## src/rtl/db_fsm_tick_pkg.sv

```systemverilog
// Shared types and defaults for the tick-enabled push-button debouncer.
// State encodings are fixed so that other blocks and debug tools can decode them.
package db_fsm_tick_pkg;

    typedef enum logic [1:0] {
        ST_ZERO  = 2'd0,
        ST_WAIT1 = 2'd1,
        ST_ONE   = 2'd2,
        ST_WAIT0 = 2'd3
    } db_state_t;

    localparam int N_TICKS_DEF = 3;
    localparam int CNT_W_DEF   = 2;

endpackage

```

## src/rtl/db_fsm_tick_if.sv

```systemverilog
// Button-in / debounced-out bundle between the tick generator, the pin and the debouncer.
// The master drives tick and the raw pin; the slave (debouncer) returns the clean signals.
interface db_fsm_tick_if;
    logic tick;
    logic btn_in;
    logic db_level;
    logic db_rise;
    logic db_fall;

    modport master (
        output tick,
        output btn_in,
        input  db_level,
        input  db_rise,
        input  db_fall
    );

    modport slave (
        input  tick,
        input  btn_in,
        output db_level,
        output db_rise,
        output db_fall
    );
endinterface

```

## src/rtl/db_fsm_tick_sync_2ff.sv

```systemverilog
// Two-flop synchronizer with synchronous active-high reset.
// Generic so that other pin inputs can reuse it.
module sync_2ff #(
    parameter int WIDTH = 1
) (
    input  logic             i_clk,
    input  logic             i_rst,
    input  logic [WIDTH-1:0] i_d,
    output logic [WIDTH-1:0] o_q
);

    logic [WIDTH-1:0] r_meta;
    logic [WIDTH-1:0] r_sync;

    // Metastability filter stage followed by the stable output stage.
    always_ff @(posedge i_clk) begin
        if (i_rst) begin
            r_meta <= '0;
            r_sync <= '0;
        end else begin
            r_meta <= i_d;
            r_sync <= r_meta;
        end
    end

    assign o_q = r_sync;

endmodule

```

## src/rtl/db_fsm_tick.sv

```systemverilog
// Debounces one raw button using a periodic one-cycle tick as clock enable.
// Produces a clean level plus one-cycle rise/fall pulses, all registered on i_clk.
module db_fsm_tick
    import db_fsm_tick_pkg::*;
#(
    parameter int N_TICKS = N_TICKS_DEF,
    parameter int CNT_W   = CNT_W_DEF
) (
    input  logic          i_clk,
    input  logic          i_rst,
    db_fsm_tick_if.slave  bus
);

    localparam logic [CNT_W-1:0] C_LAST = CNT_W'(N_TICKS - 1);

    logic             w_btn_s;
    db_state_t        r_state;
    logic [CNT_W-1:0] r_cnt;
    logic             r_level;
    logic             r_rise;
    logic             r_fall;

    sync_2ff #(
        .WIDTH (1)
    ) u_sync (
        .i_clk (i_clk),
        .i_rst (i_rst),
        .i_d   (bus.btn_in),
        .o_q   (w_btn_s)
    );

    // State, tick count and output registers; a bounce in a WAIT state wins over a tick.
    always_ff @(posedge i_clk) begin
        if (i_rst) begin
            r_state <= ST_ZERO;
            r_cnt   <= '0;
            r_level <= 1'b0;
            r_rise  <= 1'b0;
            r_fall  <= 1'b0;
        end else begin
            r_rise <= 1'b0;
            r_fall <= 1'b0;
            case (r_state)
                ST_ZERO: begin
                    if (w_btn_s) begin
                        r_state <= ST_WAIT1;
                        r_cnt   <= '0;
                    end
                end
                ST_WAIT1: begin
                    if (!w_btn_s) begin
                        r_state <= ST_ZERO;
                    end else if (bus.tick) begin
                        if (r_cnt == C_LAST) begin
                            r_state <= ST_ONE;
                            r_level <= 1'b1;
                            r_rise  <= 1'b1;
                        end else begin
                            r_cnt <= r_cnt + 1'b1;
                        end
                    end
                end
                ST_ONE: begin
                    if (!w_btn_s) begin
                        r_state <= ST_WAIT0;
                        r_cnt   <= '0;
                    end
                end
                ST_WAIT0: begin
                    if (w_btn_s) begin
                        r_state <= ST_ONE;
                    end else if (bus.tick) begin
                        if (r_cnt == C_LAST) begin
                            r_state <= ST_ZERO;
                            r_level <= 1'b0;
                            r_fall  <= 1'b1;
                        end else begin
                            r_cnt <= r_cnt + 1'b1;
                        end
                    end
                end
                default: begin
                    r_state <= ST_ZERO;
                    r_cnt   <= '0;
                    r_level <= 1'b0;
                end
            endcase
        end
    end

    assign bus.db_level = r_level;
    assign bus.db_rise  = r_rise;
    assign bus.db_fall  = r_fall;

endmodule
```

## src/flat_wrapper.sv

```systemverilog
// flat-port wrapper written by rule: the top's interface ports become plain ports
module db_fsm_tick_flat import db_fsm_tick_pkg::*;
#(
    parameter int N_TICKS = N_TICKS_DEF,
    parameter int CNT_W   = CNT_W_DEF
)
  (i_clk, i_rst, bus_tick, bus_btn_in, bus_db_level, bus_db_rise, bus_db_fall);
  db_fsm_tick_if bus_i ();
  input  logic i_clk;
  input  logic i_rst;
  input wire logic [$bits(bus_i.tick)-1:0] bus_tick;
  input wire logic [$bits(bus_i.btn_in)-1:0] bus_btn_in;
  output wire logic [$bits(bus_i.db_level)-1:0] bus_db_level;
  output wire logic [$bits(bus_i.db_rise)-1:0] bus_db_rise;
  output wire logic [$bits(bus_i.db_fall)-1:0] bus_db_fall;
  assign bus_i.tick = bus_tick;
  assign bus_i.btn_in = bus_btn_in;
  assign bus_db_level = bus_i.db_level;
  assign bus_db_rise = bus_i.db_rise;
  assign bus_db_fall = bus_i.db_fall;
  db_fsm_tick #(.N_TICKS(N_TICKS), .CNT_W(CNT_W)) u_core (.i_clk(i_clk), .i_rst(i_rst), .bus(bus_i));
endmodule
```

## config.mk

```make
export PLATFORM = sky130hd
export DESIGN_NAME = db_fsm_tick_flat
export DESIGN_NICKNAME = d
export VERILOG_FILES = /design/src/rtl/db_fsm_tick_pkg.sv /design/src/rtl/db_fsm_tick_if.sv /design/src/rtl/db_fsm_tick_sync_2ff.sv /design/src/rtl/db_fsm_tick.sv /design/src/flat_wrapper.sv
export SDC_FILE = /design/constraint.sdc
export NUM_CORES = 1
export LEC_CHECK = 0
export ABC_AREA = 1
export ABC_CLOCK_PERIOD_IN_PS = 1300
export BUFFER_PORTS_ARGS = -buffer_cell sky130_fd_sc_hd__buf_2
export CAP_MARGIN = 10
export CORE_AREA = 10 10 47 49
export CTS_CLUSTER_DIAMETER = 150
export DETAILED_ROUTE_END_ITERATION = 10
export DIE_AREA = 0 0 57 59
export PLACE_DENSITY = 0.52
export SYNTH_ARGS = -nofsm -noshare
export SYNTH_HDL_FRONTEND = slang
export SYNTH_HIERARCHICAL = 1
export SYNTH_SLANG_ARGS = --single-unit
```

## constraint.sdc

```tcl
create_clock -name i_clk -period 1.3 [get_ports i_clk]
set_input_delay 0.26 -clock i_clk [delete_from_list [all_inputs] [get_ports i_clk]]
set_output_delay 0.26 -clock i_clk [all_outputs]
set_load 0.05 [all_outputs]
```

Yosys cells after proc, flatten, opt, wreduce, memory -nomap -nowiden
Cells that the tools add are included.
W data, S select, Z words.

operators by class
  $add $sub $neg = 1
  $mul = 0
  divide/modulo/power cells = 0
  magnitude comparators = 0
  equal/unequal tests = 16
  shift-type cells = 0
  multiplexer cells = 25
  bitwise operators = 3
  reductions and logical operators = 7

operators by type and width
  operator               count
  $mux W2                14
  $pmux W2 S4            2
  $ne A2 B2 Y1 const B   6
  $mux W1                8
  $reduce_and A7 Y1      1
  $eq A2 B2 Y1 const B   3
  $ne A3 B2 Y1 const B   2
  $ne A3 B3 Y1 const B   2
  $reduce_and A6 Y1      1
  $reduce_or A3 Y1       2
  $ne A2 B1 Y1 const B   2
  $reduce_and A4 Y1      1
  $not A1 Y1             3
  $add A2 B1 Y2 const B  1
  $eq A2 B1 Y1 const B   1
  $logic_not A2 Y1       1
  $pmux W1 S2            1
  $reduce_bool A2 Y1     1

word-level totals
  register bits = 9
  latch bits = 0
  bits in writable memories = 0
  ROM bits = 0
  input bits = 4
  output and inout port bits = 3
  memories = 0

Longest topological paths before layout
Gate-level depths: netlist of run 1.

  depth after elaboration = 5
  mapped depth = 7
  mapped depth without buffers = 7

Cells and area by module
The synthesis of run 1 kept the hierarchy.

modules (own cells, without submodules)
  module       instances  cells each  area each (µm²)  seq. area each (µm²)
  db_fsm_tick  1          43          322.8            140.1
  sync_2ff     1          6           55.1             40.0

Worst setup path after synthesis of run 1
OpenSTA, ideal clock, no wires.

  path type = reg2reg
  from = register u_core.r_cnt[0]
  to = register u_core.r_cnt[1]
  library setup time = 0.116 ns
  arrival time = 0.941 ns
  data required time = 1.184 ns
  path slack = 0.243 ns
  stages on the path, launching flop included = 7
  path buffers = 0
  cells stage by stage = dfxtp_1 -> inv_1 -> ha_1 -> o21ai_1 -> nand2_1 -> nand2_1 -> a21oi_1

between the ends
  longest elaborated chain between the ends = 5

RTL lines
  item                                                  line                                  RTL
  start, declared                                       db_fsm_tick.sv:18                     logic [CNT_W-1:0] r_cnt;
  start signal, assigned                                db_fsm_tick.sv:59                     r_cnt <= r_cnt + 1'b1;
  start signal, assigned                                db_fsm_tick.sv:78                     r_cnt <= r_cnt + 1'b1;
  $add A2 B1 Y2 / $eq A2 B2 Y1 (equally long branches)  n/a
  $mux W2 *                                             db_fsm_tick.sv:54, db_fsm_tick.sv:73
  $mux W2 *                                             db_fsm_tick.sv:53                     end else if (bus.tick) begin
  $mux W2, on equally long branches                     db_fsm_tick.sv:70, db_fsm_tick.sv:51
  $pmux W2 S4 *                                         db_fsm_tick.sv:43                     case (r_state)

Every way passes the cells marked *; elsewhere a longest branch is shown, timed or not. The select of a mux whose other input is x is not followed.
A chain may end at the register's enable or synchronous reset.

Worst setup path in the final report of run 1
Ends and elaborated chain as after synthesis.

==> results.sh, run 1 <==
export IMPL_initial_core_util_pct=26.96
export IMPL_design_die_area_um2=3363
export IMPL_dieWidth_um=57
export IMPL_numCtsBuffers=3
export IMPL_r2r_cells=6
export IMPL_place_gp_congestion=0.6939
export IMPL_cts_root_buf="clkbuf_4"
export IMPL_rsz0062_at_grt="no"
export IMPL_status="finished clean"
export IMPL_synth_top_area_share_pct=47.68
export IMPL_grt_overflow=0
export IMPL_synth_main_ff_cell="dfxtp_1"
export IMPL_ios=7
export IMPL_grt_max_degree=7
export IMPL_clk_pin_slew_ps=60
export IMPL_whs_path_depth=3
export IMPL_met1_length_um=300
export IMPL_ys_seq_area_share_pct=47.68
export IMPL_cts_resized_gates=0
export IMPL_top_layer="met4"
export IMPL_syn_num_nets=55
export IMPL_hp_start="bus_btn_in"
export IMPL_grt_pass1_vias=298
export IMPL_synthTopCellsByCount="dfxtp_1, inv_1, nand2_1"
export IMPL_ir_worst_vdd_mv=0.5048
export IMPL_synthArstFlopShare_pct=0
export IMPL_portBuffers=6
export IMPL_ant_nets=0
export IMPL_worst_path_most_repeated_cell="nand2_1"
export IMPL_wl_per_cell_um=9.000
export IMPL_fin_ws_ps=142.6
export IMPL_crit_path_start_kind="register"
export IMPL_clock_latency_ps=260
export IMPL_power_density_nw_per_um2=1178
export IMPL_fin_skew_ps=2.208
export IMPL_num_antenna_cells=0
export IMPL_rrSetupSlack_ps=140
export IMPL_die_y_um=59
export IMPL_arrival_ps=1310
export IMPL_wirelength_um=675
export IMPL_path_cells="inv_1 > ha_1 > o21ai_1 > nand2_1 > nand2_1 > a21oi_1"
export IMPL_yosysWarnings=6
export IMPL_hold_buffers=0
export IMPL_hold_viol=0
export IMPL_first_pass_iters=4
export IMPL_drcViolationCount=0
export IMPL_syn2layout_area_growth_pct=20.53
export IMPL_htree_levels=1
export IMPL_grt_use_total_pct=4.764
export IMPL_slew_viol_final=0
export IMPL_period_minus_slack_ps=1157
export IMPL_drtIter0Drc=6
export IMPL_avgViaCountPerCell=4.320
export IMPL_post_cts_buffers=0
export IMPL_wl_met3_um=57
export IMPL_min_path_type="in2reg"
export IMPL_antenna_found_initial=0
export IMPL_setup_viol=0
export IMPL_r2r_start="u_core/r_cnt[0]$_SDFFE_PP0P_"
export IMPL_crit_slowest_cell="dfxtp_1"
export IMPL_vias=324
export IMPL_synth_edf_count=0
export IMPL_worst_path_largest_cell_delay_ps=350
export IMPL_clk_path_buf_depth=2
export IMPL_max_slew_margin_pct=83.43
export IMPL_syn_avg_cell_area_um2=7.711
export IMPL_timing_rr_end="u_core/r_cnt[1]$_SDFFE_PP0P_"
export IMPL_critPathCaptureType="register"
export IMPL_period_share_pct=89.03
export IMPL_syn_cell_area_um2=377.9
export IMPL_drive_gt1_share_pct=20.34
export IMPL_numClockSinks=9
export IMPL_tightest_slew_ps=250.2
export IMPL_cts_tree="done"
export IMPL_leakagePower_nw=0.2034
export IMPL_wl_met2_um=308
export IMPL_core_um2=1401
export IMPL_finalSetupTns_ps=0
export IMPL_ys_ff_latch=9
export IMPL_final_cell_count_no_fill=75
export IMPL_netlist_top_cells_area="dfxtp_1, inv_1, nand2_1"
export IMPL_grt_pass1_wl_um=1200
export IMPL_synth_area_leader_cell="dfxtp_1"
export IMPL_clock_fmax_ghz=0.8640
export IMPL_dp_cells=71
export IMPL_row_count=14
export IMPL_fin_nets=66
export IMPL_cp_num_buf_inv=1
export IMPL_cp_top_family="flip-flops"
export IMPL_place_ws_ps=145.0
export IMPL_maxCapViolations=0
export IMPL_critPathMaxFanout=3
export IMPL_ys_types=15
export IMPL_whs_endpoint="u_core/u_sync/r_meta$_SDFF_PP0_"
export IMPL_nFillCells=156
export IMPL_dpl_hpwl_um=556.1
export IMPL_worstSetupPathType="reg2reg"
export IMPL_cp_required_ps=1460
export IMPL_syn_inst=49
worst register-to-register path, cell delays in order (launching register included):
cell	delay, ps
dfxtp_1	350
inv_1	70
ha_1	200
o21ai_1	210
nand2_1	100
nand2_1	70
a21oi_1	50
cell usage in the layout (no fill, tap or decap):
cell type,instances
ha_1,2
nor2_1,4
clkbuf_4,3
nand2_1,8
o211ai_1,1
nor4_1,1
o21ai_0,1
o21ai_1,1
nand3_1,5
and3_2,1
dfxtp_1,9
or2_0,1
inv_1,9
nand2_2,1
buf_2,6
clkinv_2,1
a21oi_1,4
nor3_1,1
where the power goes:
part,switching [mW],leakage [nW],internal [mW],total (mW)
logic,0.0218,0.113,0.0127,0.0345
registers,0.00414,0.0731,0.283,0.287
clock network,0.102,0.0177,0.114,0.215
total,0.128,0.203,0.409,0.536
per-stage QoR:
| stage | cell area [um2] | hold slack, ps | power (mW) | utilization [%] |
|---|---|---|---|---|
| after floorplan | 377.9 | 329.1 | 0.3153 | - |
| after global placement | 427.9 | 397.4 | 0.3278 | 30.54 |
| after detailed placement | 427.9 | 395.3 | 0.3278 | 30.54 |
| after CTS | 455.4 | 195.5 | 0.5482 | 32.50 |
| after global routing | 455.4 | 195.0 | 0.5719 | 32.50 |
| final | 455.4 | 207.3 | 0.5364 | 32.50 |
worst max-delay path by stage:
stage                                       startpoint                      endpoint  slack [ps]  depth (start not counted)
after floorplan           u_core/r_cnt[0]$_SDFFE_PP0P_  u_core/r_cnt[1]$_SDFFE_PP0P_         240                          6
after global placement    u_core/r_cnt[0]$_SDFFE_PP0P_  u_core/r_cnt[1]$_SDFFE_PP0P_         170                          6
after detailed placement  u_core/r_cnt[0]$_SDFFE_PP0P_  u_core/r_cnt[1]$_SDFFE_PP0P_         140                          6
after CTS                 u_core/r_cnt[0]$_SDFFE_PP0P_  u_core/r_cnt[1]$_SDFFE_PP0P_         130                          6
after global routing      u_core/r_cnt[0]$_SDFFE_PP0P_  u_core/r_cnt[0]$_SDFFE_PP0P_           2                          6
final                     u_core/r_cnt[0]$_SDFFE_PP0P_  u_core/r_cnt[1]$_SDFFE_PP0P_         140                          6
cell families after synthesis:
| logic type | Yosys count | synth area share [%] |
|---|---|---|
| flops | 9 | 47.68 |
| compound gates | 7 | 9.932 |
| simple gates | 22 | 26.82 |
| buf+inv | 9 | 8.940 |
| fa+ha+maj | 2 | 6.621 |
area by class of cell:
class	instances	area (um2)	area share, %
multi-input cells	31	163.9	35.99
repair buffers	6	30.03	6.593
flip-flops and latches	9	180.2	39.56
inverters	9	33.78	7.418
clock inverters	1	5.005	1.099
well taps	16	20.02	4.396
clock buffers	3	22.52	4.945
metal layers:
| metal | GRT usage, % | up-vias |
|---|---|---|
| li1 | - | 176 |
| met2 | 6.357 | 7 |
| met3 | 4.936 | 2 |
| met5 | 0 | - |
| met4 | 3.020 | 0 |
| met1 | 4.421 | 139 |
(Power assumes the default switching activity.)
==> run 2: changes to the inputs <==
--- a/config.mk
+++ b/config.mk
@@ -13,8 +13,7 @@
 export CTS_CLUSTER_DIAMETER = 150
 export DETAILED_ROUTE_END_ITERATION = 10
 export DIE_AREA = 0 0 57 59
-export PLACE_DENSITY = 0.52
+export PLACE_DENSITY = 0.54
 export SYNTH_ARGS = -nofsm -noshare
 export SYNTH_HDL_FRONTEND = slang
-export SYNTH_HIERARCHICAL = 1
 export SYNTH_SLANG_ARGS = --single-unit
==> results.sh, run 2 <==
export IMPL_clock_latency_ps=250
export IMPL_slew_viol_final=0
export IMPL_critPathMaxFanout=4
export IMPL_worstSetupPathType="reg2reg"
export IMPL_arrival_ps=1260
export IMPL_period_minus_slack_ps=1117
export IMPL_clock_fmax_ghz=0.8953
export IMPL_drtIter0Drc=7
export IMPL_core_um2=1401
export IMPL_dpl_hpwl_um=556
export IMPL_synth_most_common_cell="nand2_1"
export IMPL_leakagePower_nw=0.2394
export IMPL_wl_per_cell_um=7.964
export IMPL_hp_start="i_rst"
export IMPL_numCtsBuffers=3
export IMPL_netlist_top_cells_area="dfxtp_1, nand2_1, inv_1"
export IMPL_ios=7
export IMPL_finalSetupTns_ps=0
export IMPL_path_cells="inv_1 > ha_1 > inv_1 > nand2_1 > nand2_1 > nand3_1 > nand2_1 > nor2_1"
export IMPL_syn_cell_area_um2=401.6
export IMPL_syn2layout_area_growth_pct=19.00
export IMPL_finalCoreUtilization_pct=34.11
export IMPL_max_slew_margin_pct=83.38
export IMPL_ant_nets=0
export IMPL_antenna_found_initial=0
export IMPL_vias=338
export IMPL_mostFrequentLayoutCells="nand2_1, inv_1, nor2_1, dfxtp_1, buf_2"
export IMPL_first_pass_iters=3
export IMPL_syn_inst=58
export IMPL_crit_path_start_kind="register"
export IMPL_grt_max_degree=7
export IMPL_whs_path_depth=2
export IMPL_synth_main_ff_cell="dfxtp_1"
export IMPL_numClockSinks=9
export IMPL_post_cts_buffers=0
export IMPL_ys_types=12
export IMPL_design_die_area_um2=3363
export IMPL_synth_top_family_by_area="simple AND/OR/NAND/NOR gates"
export IMPL_whs_endpoint="u_core.u_sync.r_meta$_SDFF_PP0_"
export IMPL_worst_path_most_repeated_cell="nand2_1"
export IMPL_fin_ws_ps=183.0
export IMPL_status="finished clean"
export IMPL_final_common_cell="nand2_1"
export IMPL_timing_rr_end="u_core.r_cnt[0]$_SDFFE_PP0P_"
export IMPL_cts_root_buf="clkbuf_4"
export IMPL_r2r_start="u_core.r_cnt[0]$_SDFFE_PP0P_"
export IMPL_period_share_pct=85.92
export IMPL_tightest_slew_ps=251.0
export IMPL_initial_core_util_pct=28.66
export IMPL_setup_viol=0
export IMPL_synthTopCellsByCount="nand2_1, inv_1, dfxtp_1, nor2_1"
export IMPL_maxCapViolations=0
export IMPL_place_ws_ps=188.4
export IMPL_post_synth_mux_area_share_pct=0
export IMPL_hold_buffers=0
export IMPL_synth_simple_gate_area_share_pct=29.28
export IMPL_yosys_area_share_adder_pct=6.231
export IMPL_r2r_cells=8
export IMPL_portBuffers=6
export IMPL_syn_avg_cell_area_um2=6.925
export IMPL_cts_resized_gates=0
export IMPL_grt_use_total_pct=5.013
export IMPL_die_y_um=59
export IMPL_min_path_type="in2reg"
export IMPL_avgViaCountPerCell=4.024
export IMPL_row_count=14
export IMPL_clk_path_buf_depth=2
export IMPL_yosys_area_share_xor_xnor_pct=0
export IMPL_synth_area_leader_cell="dfxtp_1"
export IMPL_synth_top_area_share_pct=44.86
export IMPL_synthArstFlopShare_pct=0
export IMPL_wirelength_um=669
export IMPL_cp_num_buf_inv=2
export IMPL_syn_num_nets=64
export IMPL_grt_pass1_vias=330
export IMPL_grt_overflow=0
export IMPL_drive_gt1_share_pct=16.18
export IMPL_fin_nets=75
export IMPL_cp_required_ps=1450
export IMPL_stdcell_area_um2=478.0
export IMPL_cp_top_family="simple AND/OR/NAND/NOR gates"
export IMPL_hold_viol=0
export IMPL_yosysWarnings=0
export IMPL_synth_compound_area_share_pct=7.477
export IMPL_place_gp_congestion=0.6856
export IMPL_worst_path_largest_cell_delay_ps=320
export IMPL_crit_slowest_cell="dfxtp_1"
export IMPL_clk_pin_slew_ps=60
export IMPL_cts_tree="done"
export IMPL_power_density_nw_per_um2=1176
export IMPL_num_antenna_cells=0
export IMPL_synth_edf_count=0
export IMPL_whs_ps=199.1
export IMPL_ys_seq_area_share_pct=44.86
export IMPL_placed_area_um2=451.7
export IMPL_rrSetupSlack_ps=180
export IMPL_rsz0062_at_grt="no"
export IMPL_grt_pass1_wl_um=1255
export IMPL_fin_skew_ps=1.929
export IMPL_drcViolationCount=0
export IMPL_ys_ff_latch=9
export IMPL_critPathCaptureType="register"
export IMPL_dieWidth_um=57
export IMPL_htree_levels=1
export IMPL_ir_worst_vdd_mv=0.5659
## run 2: cell types whose count changed after synthesis
cell / previous run / this run
nand3_1: 5 / 3
nand2_1: 8 / 15
and3_2: 1 / 0
a211oi_1: 0 / 1
o21ai_0: 1 / 0
o21ai_1: 1 / 0
nor2_1: 4 / 9
a21oi_1: 4 / 3
inv_2: 0 / 1
nor3_1: 1 / 0
inv_1: 9 / 12
nor4_1: 1 / 0
## run 2: power breakdown
part | internal (mW) | leakage (nW) | switching (mW)
registers | 0.288 | 0.0734 | 0.00853
logic | 0.0236 | 0.151 | 0.0344
clock network | 0.118 | 0.0150 | 0.0895
total | 0.429 | 0.239 | 0.132
## run 2: worst max path at each step
stage                                       from                           end  slack [ps]  depth (start not counted)
detailed placement  u_core.r_cnt[0]$_SDFFE_PP0P_  u_core.r_cnt[0]$_SDFFE_PP0P_         190                          8
global placement    u_core.r_cnt[0]$_SDFFE_PP0P_  u_core.r_cnt[1]$_SDFFE_PP0P_         200                          8
global route        u_core.r_cnt[0]$_SDFFE_PP0P_  u_core.r_cnt[0]$_SDFFE_PP0P_          60                          8
finish              u_core.r_cnt[0]$_SDFFE_PP0P_  u_core.r_cnt[0]$_SDFFE_PP0P_         180                          8
CTS                 u_core.r_cnt[0]$_SDFFE_PP0P_  u_core.r_cnt[0]$_SDFFE_PP0P_         180                          8
floorplan           u_core.r_cnt[0]$_SDFFE_PP0P_  u_core.r_cnt[1]$_SDFFE_PP0P_         230                          6
## run 2: worst register-to-register path: stages, from the launching register on
cell and delay (ps):
dfxtp_1 320, inv_1 70, ha_1 230, inv_1 60, nand2_1 40, nand2_1 110
nand3_1 90, nand2_1 60, nor2_1 40
## run 2: cell families (layout without fill, tap and decap cells)
family / Yosys count / in the layout
simple gates: 29 / 29
fa+ha+maj: 2 / 2
buf+inv: 13 / 23
compound gates: 5 / 5
flops: 9 / 9
## run 2: per-stage QoR
step | total power, mW | cells
global route | 0.6067 | 84
CTS | 0.5792 | 84
detailed placement | 0.3616 | 80
finish | 0.5619 | 84
floorplan | 0.3458 | 58
global placement | 0.3612 | 80
## run 2: final cells by class
cell class              count  area (um2)
flip-flops and latches      9       180.2
multi-input cells          36       172.7
fillers                   158       923.4
well taps                  16       20.02
inverters                  13       48.80
clock buffers               4       26.28
repair buffers              6       30.03
## run 2: routing by layer
layer	vias up	routed length [um]	GRT usage [%]
li1	194	-	-
met1	137	353	4.988
met2	5	280	6.822
met3	2	25	2.575
met4	0	9	6.040
met5	-	0	0
==> run 3: changes to the inputs <==
--- a/config.mk
+++ b/config.mk
@@ -5,15 +5,16 @@
 export SDC_FILE = /design/constraint.sdc
 export NUM_CORES = 1
 export LEC_CHECK = 0
-export ABC_AREA = 1
 export ABC_CLOCK_PERIOD_IN_PS = 1300
 export BUFFER_PORTS_ARGS = -buffer_cell sky130_fd_sc_hd__buf_2
 export CAP_MARGIN = 10
 export CORE_AREA = 10 10 47 49
 export CTS_CLUSTER_DIAMETER = 150
+export CTS_CLUSTER_SIZE = 28
 export DETAILED_ROUTE_END_ITERATION = 10
 export DIE_AREA = 0 0 57 59
-export PLACE_DENSITY = 0.54
+export PLACE_DENSITY = 0.52
+export SLEW_MARGIN = 20
 export SYNTH_ARGS = -nofsm -noshare
 export SYNTH_HDL_FRONTEND = slang
 export SYNTH_SLANG_ARGS = --single-unit
==> results.sh, run 3 <==
export IMPL_status="finished clean"
export IMPL_synth_top_area_share_pct=48.81
export IMPL_avgViaCountPerCell=4.333
export IMPL_setup_viol=0
export IMPL_first_pass_iters=4
export IMPL_portBuffers=6
export IMPL_synth_most_common_cell="dfxtp_1"
export IMPL_hold_viol=0
export IMPL_cts_tree="done"
export IMPL_maxCapViolations=0
export IMPL_cp_required_ps=1480
export IMPL_syn_inst=34
export IMPL_clock_fmax_ghz=0.8454
export IMPL_crit_path_start_kind="register"
export IMPL_power_density_nw_per_um2=1126
export IMPL_synthTopCellsByCount="dfxtp_1, mux2i_1, nand3_1"
export IMPL_clock_latency_ps=250
export IMPL_rrSetupSlack_ps=120
export IMPL_wirelength_um=600
export IMPL_mostFrequentLayoutCells="dfxtp_1, buf_2, mux2i_1, nand3_1, clkbuf_4"
export IMPL_final_common_cell="dfxtp_1"
export IMPL_whs_ps=222.3
export IMPL_synth_main_ff_cell="dfxtp_1"
export IMPL_arrival_ps=1360
export IMPL_num_antenna_cells=0
export IMPL_design_die_area_um2=3363
export IMPL_dieWidth_um=57
export IMPL_cp_startpoint="u_core.r_cnt[0]$_SDFFE_PP0P_"
export IMPL_grt_pass1_wl_um=1145
export IMPL_synthArstFlopShare_pct=0
export IMPL_grt_overflow=0
export IMPL_grt_pass1_vias=295
export IMPL_core_um2=1401
export IMPL_yosysWarnings=0
export IMPL_slew_viol_final=0
export IMPL_max_slew_margin_pct=76.92
export IMPL_die_y_um=59
export IMPL_fin_skew_ps=3.607
export IMPL_min_path_type="in2reg"
export IMPL_nFillCells=162
export IMPL_netlist_top_cells_area="dfxtp_1, mux2i_1, ha_1"
export IMPL_syn_avg_cell_area_um2=10.86
export IMPL_cts_root_buf="clkbuf_4"
export IMPL_crit_slowest_cell="dfxtp_1"
export IMPL_synth_edf_count=0
export IMPL_path_cells="inv_1 > ha_1 > nand2b_4 > a21oi_4 > mux2i_1"
export IMPL_ys_seq_area_share_pct=48.81
export IMPL_vias=260
export IMPL_initial_core_util_pct=26.34
export IMPL_clk_path_buf_depth=2
export IMPL_place_gp_congestion=0.6778
export IMPL_synth_area_leader_cell="dfxtp_1"
export IMPL_numCtsBuffers=3
export IMPL_ys_ff_latch=9
export IMPL_worstSetupPathType="reg2reg"
export IMPL_syn_cell_area_um2=369.1
export IMPL_clk_pin_slew_ps=50
export IMPL_row_count=14
export IMPL_fin_nets=51
export IMPL_rsz0062_at_grt="no"
export IMPL_worst_path_largest_cell_delay_ps=320
export IMPL_critPathMaxFanout=3
export IMPL_period_minus_slack_ps=1183
export IMPL_critPathCaptureType="register"
export IMPL_dpl_hpwl_um=475.4
export IMPL_period_share_pct=90.99
export IMPL_wl_per_cell_um=10.00
export IMPL_grt_use_total_pct=4.327
export IMPL_grt_max_degree=9
export IMPL_antenna_found_initial=0
export IMPL_r2r_start="u_core.r_cnt[0]$_SDFFE_PP0P_"
export IMPL_ant_nets=0
export IMPL_syn_num_nets=40
export IMPL_timing_rr_end="u_core.r_cnt[0]$_SDFFE_PP0P_"
export IMPL_drcViolationCount=0
export IMPL_ir_worst_vdd_mv=0.4185
export IMPL_numClockSinks=9
export IMPL_finalSetupTns_ps=0
export IMPL_hp_start="bus_btn_in"
export IMPL_finalCoreUtilization_pct=32.32
export IMPL_syn2layout_area_growth_pct=22.71
export IMPL_hold_buffers=0
export IMPL_r2r_cells=5
export IMPL_leakagePower_nw=0.1740
export IMPL_whs_path_depth=2
export IMPL_tightest_slew_ps=343.8
export IMPL_htree_levels=1
export IMPL_ios=7
export IMPL_drive_gt1_share_pct=25.00
export IMPL_ys_types=17
export IMPL_whs_endpoint="u_core.u_sync.r_meta$_SDFF_PP0_"
export IMPL_drtIter0Drc=3
run 3: cell count changes after synthesis, sizes merged, moves of 2 or more:
cell / change
a21oi: -2
nor4b: +2
mux2i: +3
inv: -11
nor2b: +2
nand2: -14
nor2: -8
run 3: logic make-up after synthesis:
kind of cell | count (synthesis) | share of synthesized area, %
simple gates | 13 | 23.05
compound gates | 4 | 8.816
flops | 9 | 48.81
mux | 3 | 8.136
fa+ha+maj | 2 | 6.779
buf+inv | 2 | 2.035
xor+xnor | 1 | 2.373
run 3: final cells by class:
| type | count | area, um2 | area share (%) |
|---|---|---|---|
| repair buffers | 6 | 30.03 | 6.630 |
| well taps | 16 | 20.02 | 4.420 |
| flip-flops and latches | 9 | 180.2 | 39.78 |
| inverters | 2 | 7.507 | 1.657 |
| multi-input cells | 23 | 188.9 | 41.71 |
| clock buffers | 4 | 26.28 | 5.801 |
run 3: worst max path at each step:
stage / slack (ps) / to
global route: 20 / u_core.r_cnt[0]$_SDFFE_PP0P_
global placement: 120 / u_core.r_cnt[0]$_SDFFE_PP0P_
floorplan: 190 / u_core.r_cnt[0]$_SDFFE_PP0P_
CTS: 70 / u_core.r_cnt[0]$_SDFFE_PP0P_
finish: 120 / u_core.r_cnt[0]$_SDFFE_PP0P_
detailed placement: 90 / u_core.r_cnt[0]$_SDFFE_PP0P_
run 3: what timing repair did:
item,4_1_cts,5_1_grt
endpoints found under the hold margin,0,0
setup buffers,0,0
resized for setup,0,1
endpoints found under the setup margin,0,1
run 3: layer usage:
layer  GRT usage [%]  share of wire, %
met4           5.034                 0
met5               0                 0
met2           5.736                43
met1           4.887                51
met3           1.502               6.7
run 3: worst max-delay path, delay by kind of cell (launching register included):
kind	cells	cell delay, ps
flip-flops	1	320
adder cells (fa/ha/maj)	1	210
multiplexers	1	200
AO/OA/AOI/OAI	1	170
AND/OR/NAND/NOR	1	150
buffers and inverters	1	60
run 3: power by group:
part,leakage (nW),switching [mW],internal (mW),total (mW)
Combinational,0.0861,0.0131,0.0101,0.0232
Clock,0.0150,0.0854,0.117,0.203
Sequential,0.0730,0.00388,0.280,0.284
Total,0.174,0.102,0.407,0.510
run 3: metrics by stage:
stage | instance area, um2 | cells | worst slack, ps | total power, mW
floorplan | 369.1 | 34 | 189.9 | 0.2998
detailed placement | 419.2 | 56 | 86.13 | 0.3114
global placement | 419.2 | 56 | 121.6 | 0.3114
global route | 452.9 | 60 | 15.50 | 0.5440
finish | 452.9 | 60 | 117.2 | 0.5098
CTS | 445.4 | 60 | 71.37 | 0.5192
